$ cat src/rtl/spell_host_pkg.sv
// Shared types and constants for the spell host bridge.
package spell_host_pkg;

  // Bridge FSM: IDLE arbitrates, BUS holds the target request, RESP acks/latches.
  typedef enum logic [1:0] {
    ST_IDLE = 2'd0,
    ST_BUS  = 2'd1,
    ST_RESP = 2'd2
  } state_e;

  // Origin of the transaction in flight, decides what RESP does with the data.
  typedef enum logic [1:0] {
    SRC_WB_RD = 2'd0,
    SRC_WB_WR = 2'd1,
    SRC_LA_WR = 2'd2,
    SRC_LA_RD = 2'd3
  } src_e;

  // Read data returned to Wishbone when a target never answers.
  localparam logic [31:0] TIMEOUT_RDATA = 32'hDEAD_BEEF;

  // Target index width; at least one bit even for a single target.
  function automatic int tgt_w(input int n);
    return (n <= 2) ? 1 : $clog2(n);
  endfunction

endpackage

$ cat src/rtl/spell_host_decode.sv
// Wishbone address decode: window hit, one-hot target select, word address.
module spell_host_decode
  import spell_host_pkg::*;
#(
  parameter int          ADDR_W  = 7,
  parameter int          N_TGT   = 1,
  parameter logic [31:0] WB_BASE = 32'h3000_0000
) (
  input  logic [31:0]       adr_i,
  output logic              hit_o,
  output logic [N_TGT-1:0]  sel_o,
  output logic [ADDR_W-1:0] word_o
);

  localparam int          TGT_W  = tgt_w(N_TGT);
  localparam logic [32:0] WIN_LO = {1'b0, WB_BASE};
  localparam logic [32:0] WIN_HI = WIN_LO + (33'(N_TGT) << (ADDR_W + 2));

  logic [TGT_W-1:0] tgt;

  // 33-bit compare so a window ending at 4 GiB does not wrap.
  assign hit_o  = ({1'b0, adr_i} >= WIN_LO) && ({1'b0, adr_i} < WIN_HI);
  assign word_o = adr_i[ADDR_W+1:2];
  // Masking by N_TGT-1 makes the single-target case decode to target 0.
  assign tgt    = adr_i[ADDR_W+TGT_W+1:ADDR_W+2] & TGT_W'(N_TGT - 1);
  assign sel_o  = N_TGT'(1) << tgt;

endmodule

$ cat src/rtl/spell_host_bridge.sv
// Host bridge: Wishbone slave + Logic Analyzer port onto a simple
// req/ready target bus. Optional bus timeout: SPELL_HOST_BRIDGE_TIMEOUT_EN.
module spell_host_bridge
  import spell_host_pkg::*;
#(
  parameter int          DATA_W  = 8,
  parameter int          ADDR_W  = 7,
  parameter int          N_TGT   = 1,
  parameter logic [31:0] WB_BASE = 32'h3000_0000,
  parameter int          TIMEOUT = 255,
  localparam int         TGT_W   = tgt_w(N_TGT)
) (
  input  logic                    wb_clk_i,
  input  logic                    wb_rst_ni,
  input  logic                    wbs_cyc_i,
  input  logic                    wbs_stb_i,
  input  logic                    wbs_we_i,
  input  logic [31:0]             wbs_adr_i,
  input  logic [31:0]             wbs_dat_i,
  output logic                    wbs_ack_o,
  output logic [31:0]             wbs_dat_o,
  input  logic                    i_la_mode,
  input  logic                    i_la_write,
  input  logic [TGT_W+ADDR_W-1:0] i_la_addr,
  input  logic [DATA_W-1:0]       i_la_data,
  output logic [DATA_W-1:0]       o_la_rdata,
  output logic                    o_la_busy,
  output logic                    o_tgt_req,
  output logic                    o_tgt_we,
  output logic [N_TGT-1:0]        o_tgt_sel,
  output logic [ADDR_W-1:0]       o_tgt_addr,
  output logic [DATA_W-1:0]       o_tgt_wdata,
  input  logic                    i_tgt_ready,
  input  logic [DATA_W-1:0]       i_tgt_rdata,
  output logic                    o_timeout
);

  state_e              state_q;
  src_e                src_q;
  logic                la_write_q, la_pend_q;
  logic                req_q, we_q;
  logic [N_TGT-1:0]    sel_q;
  logic [ADDR_W-1:0]   addr_q;
  logic [DATA_W-1:0]   wdata_q, rbuf_q, la_rdata_q;
  logic                ack_q, busy_q;
  logic [31:0]         dat_q;

  logic                wb_hit, wb_req, la_edge, txn_to;
  logic [N_TGT-1:0]    wb_sel, la_sel;
  logic [ADDR_W-1:0]   wb_word;
  logic [TGT_W-1:0]    la_tgt;
  logic [DATA_W-1:0]   wb_wdata;

  spell_host_decode #(
    .ADDR_W  (ADDR_W),
    .N_TGT   (N_TGT),
    .WB_BASE (WB_BASE)
  ) u_decode (
    .adr_i  (wbs_adr_i),
    .hit_o  (wb_hit),
    .sel_o  (wb_sel),
    .word_o (wb_word)
  );

  // The ack cycle still shows cyc&stb; masking with ack_q stops a double accept.
  assign wb_req   = wbs_cyc_i & wbs_stb_i & ~ack_q;
  assign la_edge  = i_la_write & ~la_write_q;
  assign la_tgt   = i_la_addr[TGT_W+ADDR_W-1:ADDR_W] & TGT_W'(N_TGT - 1);
  assign la_sel   = N_TGT'(1) << la_tgt;
  assign wb_wdata = wbs_dat_i[DATA_W-1:0];

  // Upper WB write bits are dropped when the target is narrower than 32 bits.
  if (DATA_W < 32) begin : g_trunc
    logic unused_dat_hi;
    assign unused_dat_hi = ^wbs_dat_i[31:DATA_W];
  end

`ifdef SPELL_HOST_BRIDGE_TIMEOUT_EN
  localparam int TO_W = (TIMEOUT < 2) ? 1 : $clog2(TIMEOUT);
  logic [TO_W-1:0] to_cnt_q;
  logic            to_hit_q, timeout_q, la_mode_q;

  // Timeout bookkeeping: per-transaction cycle counter and sticky flag.
  always_ff @(posedge wb_clk_i or negedge wb_rst_ni) begin
    if (!wb_rst_ni) begin
      to_cnt_q  <= '0;
      to_hit_q  <= 1'b0;
      timeout_q <= 1'b0;
      la_mode_q <= 1'b0;
    end else begin
      la_mode_q <= i_la_mode;
      if (i_la_mode && !la_mode_q) timeout_q <= 1'b0;
      case (state_q)
        ST_BUS: begin
          if (!i_tgt_ready) begin
            if (to_cnt_q == TO_W'(TIMEOUT - 1)) begin
              to_hit_q  <= 1'b1;
              timeout_q <= 1'b1;
            end else begin
              to_cnt_q <= to_cnt_q + 1'b1;
            end
          end
        end
        ST_RESP: to_hit_q <= 1'b0;
        default: to_cnt_q <= '0;
      endcase
    end
  end

  // Ready wins over expiry when both land in the same cycle.
  logic to_fire;
  assign to_fire   = (to_cnt_q == TO_W'(TIMEOUT - 1)) && !i_tgt_ready;
  assign txn_to    = to_hit_q;
  assign o_timeout = timeout_q;
`else
  logic to_fire;
  logic unused_timeout;
  assign unused_timeout = (TIMEOUT > 0);
  assign to_fire   = 1'b0;
  assign txn_to    = 1'b0;
  assign o_timeout = 1'b0;
`endif

  // Main FSM: arbitration in IDLE, request hold in BUS, ack/latch in RESP.
  always_ff @(posedge wb_clk_i or negedge wb_rst_ni) begin
    if (!wb_rst_ni) begin
      state_q    <= ST_IDLE;
      src_q      <= SRC_WB_RD;
      la_write_q <= 1'b0;
      la_pend_q  <= 1'b0;
      req_q      <= 1'b0;
      we_q       <= 1'b0;
      sel_q      <= '0;
      addr_q     <= '0;
      wdata_q    <= '0;
      rbuf_q     <= '0;
      la_rdata_q <= '0;
      ack_q      <= 1'b0;
      busy_q     <= 1'b0;
      dat_q      <= '0;
    end else begin
      la_write_q <= i_la_write;
      ack_q      <= 1'b0;
      dat_q      <= '0;
      case (state_q)
        ST_IDLE: begin
          if (i_la_mode) begin
            if (la_edge || la_pend_q) begin
              state_q   <= ST_BUS;
              src_q     <= SRC_LA_WR;
              req_q     <= 1'b1;
              we_q      <= 1'b1;
              sel_q     <= la_sel;
              addr_q    <= i_la_addr[ADDR_W-1:0];
              wdata_q   <= i_la_data;
              busy_q    <= 1'b1;
              la_pend_q <= 1'b0;
            end else if (wb_req) begin
              // LA owns the bus: null-ack any WB access, writes are dropped.
              ack_q <= 1'b1;
            end else begin
              state_q <= ST_BUS;
              src_q   <= SRC_LA_RD;
              req_q   <= 1'b1;
              we_q    <= 1'b0;
              sel_q   <= la_sel;
              addr_q  <= i_la_addr[ADDR_W-1:0];
              busy_q  <= 1'b1;
            end
          end else begin
            // A pending LA write is stale once the host has left LA mode.
            la_pend_q <= 1'b0;
            if (wb_req) begin
              if (wb_hit) begin
                state_q <= ST_BUS;
                src_q   <= wbs_we_i ? SRC_WB_WR : SRC_WB_RD;
                req_q   <= 1'b1;
                we_q    <= wbs_we_i;
                sel_q   <= wb_sel;
                addr_q  <= wb_word;
                wdata_q <= wb_wdata;
              end else begin
                ack_q <= 1'b1;
              end
            end
          end
        end
        ST_BUS: begin
          if (la_edge) la_pend_q <= 1'b1;
          if (i_tgt_ready || to_fire) begin
            state_q <= ST_RESP;
            req_q   <= 1'b0;
            we_q    <= 1'b0;
            sel_q   <= '0;
            rbuf_q  <= i_tgt_rdata;
          end
        end
        ST_RESP: begin
          if (la_edge) la_pend_q <= 1'b1;
          state_q <= ST_IDLE;
          busy_q  <= 1'b0;
          case (src_q)
            SRC_WB_RD, SRC_WB_WR: begin
              // A master that dropped cyc has abandoned the cycle: no ack.
              if (wbs_cyc_i && wbs_stb_i) begin
                ack_q <= 1'b1;
                if (txn_to)                dat_q <= TIMEOUT_RDATA;
                else if (src_q == SRC_WB_RD) dat_q <= 32'(rbuf_q);
              end
            end
            SRC_LA_RD: if (!txn_to) la_rdata_q <= rbuf_q;
            default: ;
          endcase
        end
        default: state_q <= ST_IDLE;
      endcase
    end
  end

  assign wbs_ack_o   = ack_q;
  assign wbs_dat_o   = dat_q;
  assign o_la_rdata  = la_rdata_q;
  assign o_la_busy   = busy_q;
  assign o_tgt_req   = req_q;
  assign o_tgt_we    = we_q;
  assign o_tgt_sel   = sel_q;
  assign o_tgt_addr  = addr_q;
  assign o_tgt_wdata = wdata_q;

endmodule

$ cat config.mk
export PLATFORM = sky130hd
export DESIGN_NAME = spell_host_bridge
export DESIGN_NICKNAME = d
export VERILOG_FILES = /design/src/rtl/spell_host_pkg.sv /design/src/rtl/spell_host_decode.sv /design/src/rtl/spell_host_bridge.sv
export SDC_FILE = /design/constraint.sdc
export NUM_CORES = 1
export LEC_CHECK = 0
export ABC_AREA = 0
export BUFFER_PORTS_ARGS = -buffer_cell sky130_fd_sc_hd__buf_4
export CELL_PAD_IN_SITES_DETAIL_PLACEMENT = 1
export CELL_PAD_IN_SITES_GLOBAL_PLACEMENT = 2
export CORE_MARGIN = 5
export CORE_UTILIZATION = 27
export DETAILED_ROUTE_END_ITERATION = 6
export HOLD_SLACK_MARGIN = 0.02
export PLACE_DENSITY_LB_ADDON = 0.05
export SLEW_MARGIN = 10
export SYNTH_ARGS = -nofsm -noshare
export SYNTH_HDL_FRONTEND = slang
export SYNTH_SLANG_ARGS = --single-unit
$ cat constraint.sdc
create_clock -name wb_clk_i -period 4.3 [get_ports wb_clk_i]
set_input_delay 0.86 -clock wb_clk_i [delete_from_list [all_inputs] [get_ports wb_clk_i]]
set_output_delay 0.86 -clock wb_clk_i [all_outputs]
set_load 0.1 [all_outputs]
======== Word level (Yosys, flattened, before mapping) ========
Index checks and enable logic that the tools add are counted.
word-level totals
  bits in registers ....................... 73
  output and inout port bits .............. 61
  bits of input ports ..................... 96
cells by class
  muxes and demuxes ....................... 53
  reductions and logical operators ........ 20
  $lt $le $gt $ge ......................... 2
  eq/ne operators ......................... 14
  bitwise gates (word level) .............. 5
operator list
  cell                  number
  $mux 8                8
  $mux 7                5
  $ge 32x30->1 const B  1
  $lt 32x30->1 const B  1
  $mux 1                23
  $mux 2                11
  $reduce_and 4->1      3
  $pmux 1 s2            5
  $reduce_bool 2->1     5
  $ne 3x3->1 const B    3
  $ne 3x2->1 const B    2
  $reduce_and 3->1      2
  $reduce_and 5->1      1
  $eq 2x1->1 const B    2
  $eq 2x2->1 const B    2
  $logic_not 2->1       2
  $ne 2x1->1 const B    2
  $ne 2x2->1 const B    2
  $ne 4x4->1 const B    1
  $pmux 2 s2            1
  $reduce_and 2->1      2
  $reduce_or 2->1       2
  $and 1x1->1           3
  $logic_and 1x1->1     2
  other kinds (2)       3

======== Logic depth before layout (Yosys ltp) ========
Gate-level depths: netlist of the first run.
  word-level depth ........................ 6
  gate-level depth with buffers ........... 6
  depth with buffers taken out ............ 6

======== By module ========
A second synthesis of the first run with hierarchy kept.
second synthesis, totals
  cells, all modules ...................... 222
  area, all modules ....................... 2616.3 um^2
by module, submodules not included
  module             seq. area each (um^2)  area each (um^2)  instances  cells an instance
  spell_host_bridge  1251.2                 2496.1            1          204
  spell_host_decode  0.0                    120.1             1          18

======== Worst setup path after synthesis of the first run ========
No wires, ideal clock.
  kind .................................... input -> register
  start ................................... input wbs_adr_i[22]
  end ..................................... register wdata_q[0], in the netlist o_tgt_wdata[0]
  required time ........................... 4.175 ns
  stages .................................. 6
  buffers on the path ..................... 1
  slack ................................... 2.050 ns
  data arrival time ....................... 2.125 ns
  cell sequence ........................... nor4_2 > nand4_2 > nor3_4 > o211a_1 > buf_4 > mux2_2
on the way
  word-level cells in the longest chain between the ends .. 4
  elaborated cells on any way between the ends .. 5
  classes of those cells .................. order compare: 2; reduce/logical: 3
RTL lines
  what                                          line                      text
  start, declared                               spell_host_bridge.sv:18   input logic [31:0] wbs_adr_i,
  $ge 32x30->1 or $lt 32x30->1 (tied branches)  spell_host_decode.sv:22   assign hit_o = ({1'b0, adr_i} >= WIN_LO) && ({1'b0, adr_i} < WIN_HI);
  $logic_and 1x1->1 (*)                         spell_host_decode.sv:22
  $reduce_bool 2->1 (no line) (*)               n/a
  $reduce_and 4->1 (no line) (*)                n/a
  end signal, assigned                          spell_host_bridge.sv:155  wdata_q <= i_la_data;
  end signal, assigned                          spell_host_bridge.sv:181  wdata_q <= wb_wdata;
  end, declared                                 spell_host_bridge.sv:44   logic [DATA_W-1:0] wdata_q, rbuf_q, la_rdata_q;
Every way passes the cells marked *; elsewhere a longest branch is shown, timed or not.
A chain may end at the register's enable or synchronous reset.

======== Final worst setup path of the first run ========
  start ................................... input wbs_adr_i[22]
  end ..................................... register wdata_q[4], in the netlist o_tgt_wdata[4]
Same word-level chain as after synthesis.

==> results.toml, run 1 <==
[run_status]
status = "finished clean"

[power]
power.leakage_nw = 1.69
clkPwrFrac_pct = 11.5
switching_share_pct = 55.4
power_density_nw_per_um2 = 839
p_sw_mw = 1.59
peakVddDrop_uv = 452
combPwrFrac_pct = 61.9
power_mw = 2.88
seqPwrFrac_pct = 26.5
internal-power_mw = 1.28

[synth]
ys_seq_area_share_pct = 48.2
synth_top_family_by_area = "multiplexers"
synthSimpleGateAreaFrac_pct = 10.2
synthAdderAreaFrac_pct = 1.97
synth_compound_area_share_pct = 7.03
synth_xor_xnor_area_share_pct = 0
synth_edf_count = 0
synthTopCellsByCount = "dfrtp_1, mux2_2, buf_4"
synth.cell_area_um2 = 2540
yosys-top-cells-area = "dfrtp_1, mux2_2, buf_4"
async_flop_share_pct = 100
synth_cell_type_count = 39
yosysTopAreaCell = "dfrtp_1"
ys.flop_type = "dfrtp_1"
synth.ff_latch_count = 49
synth_warnings = 0
syn_area_per_cell_um2 = 13.0
muxShareOfSynthArea_pct = 22.0
yosysMostFrequentCell = "dfrtp_1"
synth.top_cell.area_share_pct = 48.2
syn_inst = 196

[floorplanning]
core-area_um2 = 9200
num_io_pins = 157
initial_utilization_pct = 27.7
die_h_um = 107
die_area_um2 = 11500
core.rowCount = 35
die_w_um = 107

[global_routing]
grt_pass1_vias = 1952
grt_pass1_wl_mm = 10.1
overflow = 0
grt_max_degree = 50
antenna_found_initial = 0
globalRouteTotalUtil_pct = 11.1

[sta]
fmax_ghz = 0.426
skew_ps = 11.4
finalHoldViolCount = 0
drv_slew = 0
min_period_ps = 2350
slew_headroom_pct = 57.3
post-route-period-util_pct = 54.6
tightest_slew_ps = 641
fin_setup_tns_ps = 0
grt_setup_unrepaired = "no"
setup_viol = 0

[layout]
fin_cells = 412
drive_above_1_share_pct = 57.5
regArea_um2 = 1230
area.growth.synth_to_final_pct = 34.6
antenna_cells = 0
multi_input_area_um2 = 1140
nFillCells = 1019
fin_nets = 400

[clocking]
htree_num_levels = 2
cts_hold_buffers = 0
cts_buffers = 5
cts_tree = "built"
clkTransAtPathRegs_ps = 90
cts_buffer_depth = 2
clock_latency_ps = 300
clock_sinks = 49
cts_root_buf = "clkbuf_8"
cts_resized = 0
postCtsSetupRepairBufs = 0

[routing]
vias_per_cell = 4.32
drc = 0
vias = 1778
drtPass1Iterations = 4
first_iter_violations = 53
drt_wl_total_mm = 6.41
avgRoutedWirePerCell_um = 15.6
detail-route-antenna-nets = 0

[min_path]
hold_class = "reg -> reg"
hold_depth = 1

[setup_path]
cp_max_fo = 9
end_kind = "register"
crit_required_ps = 4490
r2r_cells = 4
startpoint_type = "input pin"
cp.arrival_ps = 2530
path_class = "in -> reg"

[place]
port_buffers = 104
post-dp-hpwl_mm = 4.98
placed_cells = 404
place_congestion = 0.710

[job]
maxCapViolCount = 0
-- per-stage QoR --
| step | hold slack [ps] | cell area (um2) | util, % | setup slack, ps |
|---|---|---|---|---|
| 3_5_place_dp | 495 | 3310 | 36.0 | 1600 |
| 2_1_floorplan | 466 | 2640 | - | 2050 |
| 6_report | 511 | 3430 | 37.3 | 1950 |
| 5_1_grt | 532 | 3430 | 37.3 | 1850 |
| 4_1_cts | 519 | 3430 | 37.3 | 1920 |
| 3_3_place_gp | 486 | 3310 | 36.0 | 1600 |
-- critical path, cell delays in order --
cell and delay [ps]:
buf_4 110, nor4_2 310, nand4_2 220, nor3_4 230, o211a_1 410, mux2_2 390
-- registers in the layout, summed over array words and instances (netlist names), 2 cells and up --
name,count
rbuf_q,8
o_la_rdata,8
o_tgt_wdata,8
o_tgt_addr,7
state_q,2
wbs_dat_o,8
src_q,2
-- worst paths after layout --
path	endpoint	from	slack [ps]
min in group asynchronous	o_tgt_addr[6]$_DFFE_PN0P_	wb_rst_ni	570
worst max-delay path	o_tgt_wdata[4]$_DFFE_PN0P_	wbs_adr_i[22]	1950
worst min register to register	o_tgt_we$_DFFE_PN0P_	o_tgt_we$_DFFE_PN0P_	510
max in group asynchronous	la_pend_q$_DFFE_PN0P_	wb_rst_ni	3290
worst min-delay path	o_tgt_we$_DFFE_PN0P_	o_tgt_we$_DFFE_PN0P_	510
worst max register to register	o_tgt_wdata[4]$_DFFE_PN0P_	wbs_ack_o$_DFF_PN0_	2310
-- power by group through the flow --
stage               logic (mW)  registers [mW]  clock network, mW
CTS                       1.80           0.768              0.349
global placement          1.79           0.766                  0
finish                    1.78           0.763              0.331
detailed placement        1.80           0.776                  0
global route              1.86           0.793              0.364
floorplan                0.545            1.66                  0
-- routing by layer --
metal	track usage [%]	vias up	wire, um
met5	0	-	0
met4	2.47	0	31
met3	3.55	2	524
met2	18.5	71	3120
met1	13.9	860	2740
li1	-	845	-
-- final cells by class --
class | count | share of cell area [%]
sequential | 49 | 35.8
tap | 111 | 4.05
multi-input combinational | 133 | 33.3
clock buffer | 5 | 2.01
inverter | 7 | 0.767
clock inverter | 3 | 1.28
timing repair buffer | 104 | 22.8
-- logic make-up after synthesis --
| kind of cell | after synthesis |
|---|---|
| fa+ha+maj | 4 |
| compound gates | 22 |
| simple gates | 35 |
| other cells | 1 |
| flops | 49 |
| buf+inv | 38 |
| mux | 47 |
-- placed cells by master (no fill, tap or decap), types with 2 or more instances in the layout --
| cell type | count |
|---|---|
| and2_1 | 8 |
| buf_4 | 104 |
| nand3_1 | 2 |
| nor2_1 | 4 |
| dfrtp_1 | 49 |
| inv_1 | 7 |
| mux2_2 | 39 |
| nor4_2 | 3 |
| mux2_4 | 8 |
| ha_1 | 4 |
| nand4b_1 | 2 |
| nand2_1 | 4 |
| nor2b_1 | 2 |
| conb_1 | 25 |
| o21ai_0 | 6 |
| clkbuf_8 | 5 |
| nor4b_2 | 2 |
| a21oi_1 | 5 |
(Power assumes the default switching activity.)
==> inputs of run 2 (changes only) <==
Settings changed: ABC_AREA 0 to 1, CORE_UTILIZATION 27 to 22.
Clock period 4.3 ns to 2.4 ns, I/O delays scaled along.
==> run 2 against run 1 <==
Synthesized cell count rose by 57%. Worst hold slack got worse by 310 ps. Routed wire length rose by 13%. Critical path depth did not move. Sequential power rose by 70%. Clock skew fell by 8.6 ps. Via count rose by 23%. Die area rose by 19%. Non-clock buffer count did not move. Cell area rose by 1.1%.
==> results.toml, run 2 <==
[job]
maxCapViolCount = 0

[min_path]
hold_class = "in -> async"

[clocking]
cts_tree = "built"
cts_resized = 0
clkTransAtPathRegs_ps = 70
clock_sinks = 49
cts_hold_buffers = 0
cts_buffer_depth = 2
clock_latency_ps = 290
postCtsSetupRepairBufs = 0
htree_num_levels = 2
cts_buffers = 5
cts_root_buf = "clkbuf_16"

[setup_path]
cp_slowest_stage_delay_ps = 420
cp.arrival_ps = 1990
end_kind = "register"
path_buf_inv = 1
crit_chain = "inv_1 -> ha_1 -> o21ai_4 -> nor2_4 -> nand2_1 -> o21ai_2"
crit_required_ps = 2620
cp_num_cells = 6
critPathTopFamily = "simple AND/OR/NAND/NOR gates"
startpoint_type = "register"
path_class = "reg -> reg"
crit_slowest_cell = "dfrtp_1"
cp_max_fo = 17
r2r_setup_slack_ps = 630
r2r_cells = 6

[synth]
synth_compound_area_share_pct = 9.60
synthSimpleGateAreaFrac_pct = 25.8
synthAdderAreaFrac_pct = 2.00
synth_cell_type_count = 28
synth.top_cell.area_share_pct = 49.0
ys.flop_type = "dfrtp_1"
synthTopCellsByCount = "nand2_1, dfrtp_1, buf_4"
async_flop_share_pct = 100
yosysTopAreaCell = "dfrtp_1"
yosysMostFrequentCell = "nand2_1"
syn_area_per_cell_um2 = 8.15
yosys-top-cells-area = "dfrtp_1, nand2_1, buf_4"
synth_xor_xnor_area_share_pct = 0
ys_seq_area_share_pct = 49.0
syn_inst = 307
synth_top_family_by_area = "simple AND/OR/NAND/NOR gates"
synth.cell_area_um2 = 2500
synth_warnings = 0
synth.ff_latch_count = 49
muxShareOfSynthArea_pct = 0.450
synth_edf_count = 0

[floorplanning]
die_h_um = 117
core-area_um2 = 11300
die_area_um2 = 13600
initial_utilization_pct = 22.2
num_io_pins = 157
die_w_um = 117
core.rowCount = 39

[power]
power_density_nw_per_um2 = 1490
power.leakage_nw = 1.87
peakVddDrop_uv = 574
power_mw = 5.17

[layout]
fin_util_pct = 30.7
antenna_cells = 0
area.growth.synth_to_final_pct = 38.4
drive_above_1_share_pct = 30.8
final_cell_mix = "nand2_1, buf_4, dfrtp_1"
layout_commonest_cell = "nand2_1"
fin_nets = 508
fin_cells = 552

[sta]
min_period_ps = 1770
setup_ws_ps = 629
grt_setup_unrepaired = "no"
skew_ps = 2.85
slew_headroom_pct = 56.3
post-route-period-util_pct = 73.8
fin_setup_tns_ps = 0
drv_slew = 0
setup_viol = 0
finalHoldViolCount = 0
tightest_slew_ps = 655
fmax_ghz = 0.565

[global_routing]
grt_pass1_vias = 2336
grt_max_degree = 50
overflow = 0
globalRouteTotalUtil_pct = 11.0
grt_pass1_wl_mm = 11.7
antenna_found_initial = 0

[routing]
avgRoutedWirePerCell_um = 13.1
vias = 2194
wl_met1_mm = 3.10
dr_wl_met2_mm = 3.53
wl_met3_um = 541
drt_wl_total_mm = 7.23
top_layer_used = "met4"
detail-route-antenna-nets = 0
drtPass1Iterations = 4
first_iter_violations = 42
vias_per_cell = 3.97
drc = 0

[place]
place_congestion = 0.655
post-place-ws_ps = 598
port_buffers = 104
post-dp-hpwl_mm = 5.53
placed_cells = 544

[run_status]
status = "finished clean"
run 2: cell types whose count changed after synthesis, sizes merged, moves of 3 or more:
cell / delta
nand2: +109
inv: +14
nor4: -3
nor3: +6
a21oi: +4
mux2: -46
o21ai: +22
and2: -8
nand3: +7
nor2: +21
run 2: worst reg2reg max path, stage by stage (launching register included):
cell     delay [ps]
dfrtp_1         420
inv_1           110
ha_1            390
o21ai_4         250
nor2_4          350
nand2_1         110
o21ai_2          60
run 2: routing by layer:
layer / vias up / track usage, %
li1: 1113 / -
met1: 1016 / 13.7
met2: 61 / 18.6
met3: 4 / 3.42
met4: 0 / 2.52
met5: - / 0
run 2: path summary, 6_finish.rpt:
check,from,endpoint
max in group asynchronous,wb_rst_ni,src_q[0]$_DFFE_PN0P_
worst min-delay path,wb_rst_ni,o_tgt_sel$_DFFE_PN0P_
worst max-delay path,state_q[0]$_DFFE_PN0P_,src_q[0]$_DFFE_PN0P_
worst min register to register,o_tgt_we$_DFFE_PN0P_,o_tgt_we$_DFFE_PN0P_
worst max register to register,state_q[0]$_DFFE_PN0P_,src_q[0]$_DFFE_PN0P_
min in group wb_clk_i,i_la_write,la_write_q$_DFF_PN0_
run 2: layout make-up:
type	instances	area [um2]
tap	143	179
multi-input combinational	227	1040
inverter	21	83.8
fill	1368	7810
sequential	49	1230
timing repair buffer	104	781
clock inverter	3	26.3
clock buffer	5	125
run 2: metrics by stage:
stage / area, um2 / hold slack, ps
after floorplan: 2590 / 184
after global placement: 3310 / 461
after CTS: 3460 / 249
after detailed placement: 3310 / 469
after global routing: 3460 / 284
final: 3460 / 205
run 2: power by group:
group / switching, mW / internal (mW)
clock network: 0.341 / 0.394
registers: 0.156 / 1.15
logic: 2.51 / 0.624
run 2: kinds of logic after synthesis:
kind of cell / Yosys count
adder cells (fa/ha/maj): 4
multiplexers: 1
buffers and inverters: 55
AO/OA/AOI/OAI: 42
flip-flops: 49
AND/OR/NAND/NOR: 155
other: 1
==> inputs of run 3 (changes only) <==
Clock period 2.4 ns to 1.65 ns, I/O delays scaled along.
==> run 3 against run 2 <==
Via count is 2.0% higher. Final cell count is 2.4% higher. Sequential power is 45% higher. Flip-flop and latch count stayed put. Core utilization is 1.2 points higher. Count of clock-buffer cells in the layout stayed put. Worst hold slack worse by 43 ps. Register-to-register slack worse by 460 ps. Clock power is 43% higher. Total power is 48% higher. Critical path type unchanged.
==> results.toml, run 3 (synthesis gave the netlist of run 2 again) <==
[setup_path]
end_kind = "register"
cp_common_cell = "nand2_1"
cp_max_fo = 4
path_buf_inv = 1
cp.arrival_ps = 1670
startpoint_type = "register"
critPathTopFamily = "flip-flops"
cp_slowest_stage_delay_ps = 410
path_class = "reg -> reg"
crit_slowest_cell = "dfrtp_1"
crit_chain = "inv_1 -> ha_2 -> nand2_1 -> o22a_1 -> o21a_1 -> nand2_1 -> nand2_1 -> nand2_1"
crit_required_ps = 1830

[run_status]
status = "finished clean"

[routing]
avgRoutedWirePerCell_um = 13.1
drtPass1Iterations = 4
vias = 2237
vias_per_cell = 3.96
drc = 0
detail-route-antenna-nets = 0
drt_wl_total_mm = 7.41
first_iter_violations = 50

[global_routing]
antenna_found_initial = 0
grt_max_degree = 26
grt_pass1_wl_mm = 11.8
grt_pass1_vias = 2381
overflow = 0
globalRouteTotalUtil_pct = 11.1

[floorplanning]
core-area_um2 = 11300
num_io_pins = 157
die_area_um2 = 13600
die_w_um = 117
die_h_um = 117
initial_utilization_pct = 22.2
core.rowCount = 39

[clocking]
cts_tree = "built"
cts_buffer_depth = 2
htree_num_levels = 2
clock_latency_ps = 290
clkTransAtPathRegs_ps = 70
clock_sinks = 49
cts_root_buf = "clkbuf_16"
cts_buffers = 5

[layout]
layout_commonest_cell = "buf_4"
drive_above_1_share_pct = 33.4
antenna_cells = 0
fin_nets = 521
nFillCells = 1380
area.growth.synth_to_final_pct = 43.6
final_cell_mix = "buf_4, nand2_1, dfrtp_1"
fin_util_pct = 31.9
regArea_um2 = 1230
multi_input_area_um2 = 1040

[power]
power_density_nw_per_um2 = 2130
power_mw = 7.64
power.leakage_nw = 1.93
peakVddDrop_uv = 1200

[place]
port_buffers = 104
post-dp-hpwl_mm = 5.82
post-place-ws_ps = -5.49
place_congestion = 0.675

[sta]
slew_headroom_pct = 64.0
fin_setup_tns_ps = 0
grt_setup_unrepaired = "no"
skew_ps = 4.07
min_period_ps = 1490
tightest_slew_ps = 538
setup_viol = 0
drv_slew = 0
whs_ps = 162
fmax_ghz = 0.673
post-route-period-util_pct = 90.0
setup_ws_ps = 164
finalHoldViolCount = 0

[min_path]
hold_class = "in -> reg"

[job]
maxCapViolCount = 0
[run 3: final timing paths]
kind                                        start                endpoint  slack, ps  cells past startpoint
setup / recovery           state_q[0]$_DFFE_PN0P_   o_tgt_sel$_DFFE_PN0P_        160                      8
hold / removal                         i_la_write    la_write_q$_DFF_PN0_        160                      1
setup reg to reg           state_q[0]$_DFFE_PN0P_   o_tgt_sel$_DFFE_PN0P_        160                      8
hold reg to reg              o_tgt_we$_DFFE_PN0P_    o_tgt_we$_DFFE_PN0P_        480                      2
max in group asynchronous               wb_rst_ni  wbs_dat_o[3]$_DFF_PN0_        670                      3
min in group asynchronous               wb_rst_ni    o_tgt_we$_DFFE_PN0P_        500                      2
[run 3: final cells by class]
type | instances | area share [%]
clock buffers | 5 | 3.48
clock inverters | 3 | 0.731
inverters | 21 | 2.33
multi-input cells | 227 | 29.0
flip-flops and latches | 49 | 34.2
well taps | 143 | 4.98
repair buffers | 117 | 25.2
[run 3: repair_timing]
item / in CTS / in global routing
hold buffers: 1 / 0
hold endpoints to repair: 24 / 0
setup buffers: 0 / 2
setup endpoints to repair: 0 / 11
resized for setup: 0 / 1
[run 3: where the power goes]
part / internal (mW) / total, mW / switching, mW
clock: 0.573 / 1.05 / 0.474
combinational: 1.02 / 4.70 / 3.68
sequential: 1.67 / 1.89 / 0.222
total: 3.26 / 7.64 / 4.38
[run 3: through the flow]
stage / instance area, um2 / instances
after floorplan: 2590 / 331
after global placement: 3400 / 554
after detailed placement: 3400 / 554
after CTS: 3560 / 563
after global routing: 3590 / 565
final: 3590 / 565
[run 3: routing by layer]
metal | vias up | GRT usage (%) | part of all wire [%]
met5 | - | 0 | 0
met4 | 0 | 2.06 | 0.54
met3 | 2 | 3.63 | 7.0
met2 | 60 | 18.9 | 51
met1 | 1036 | 13.8 | 41
li1 | 1139 | - | -
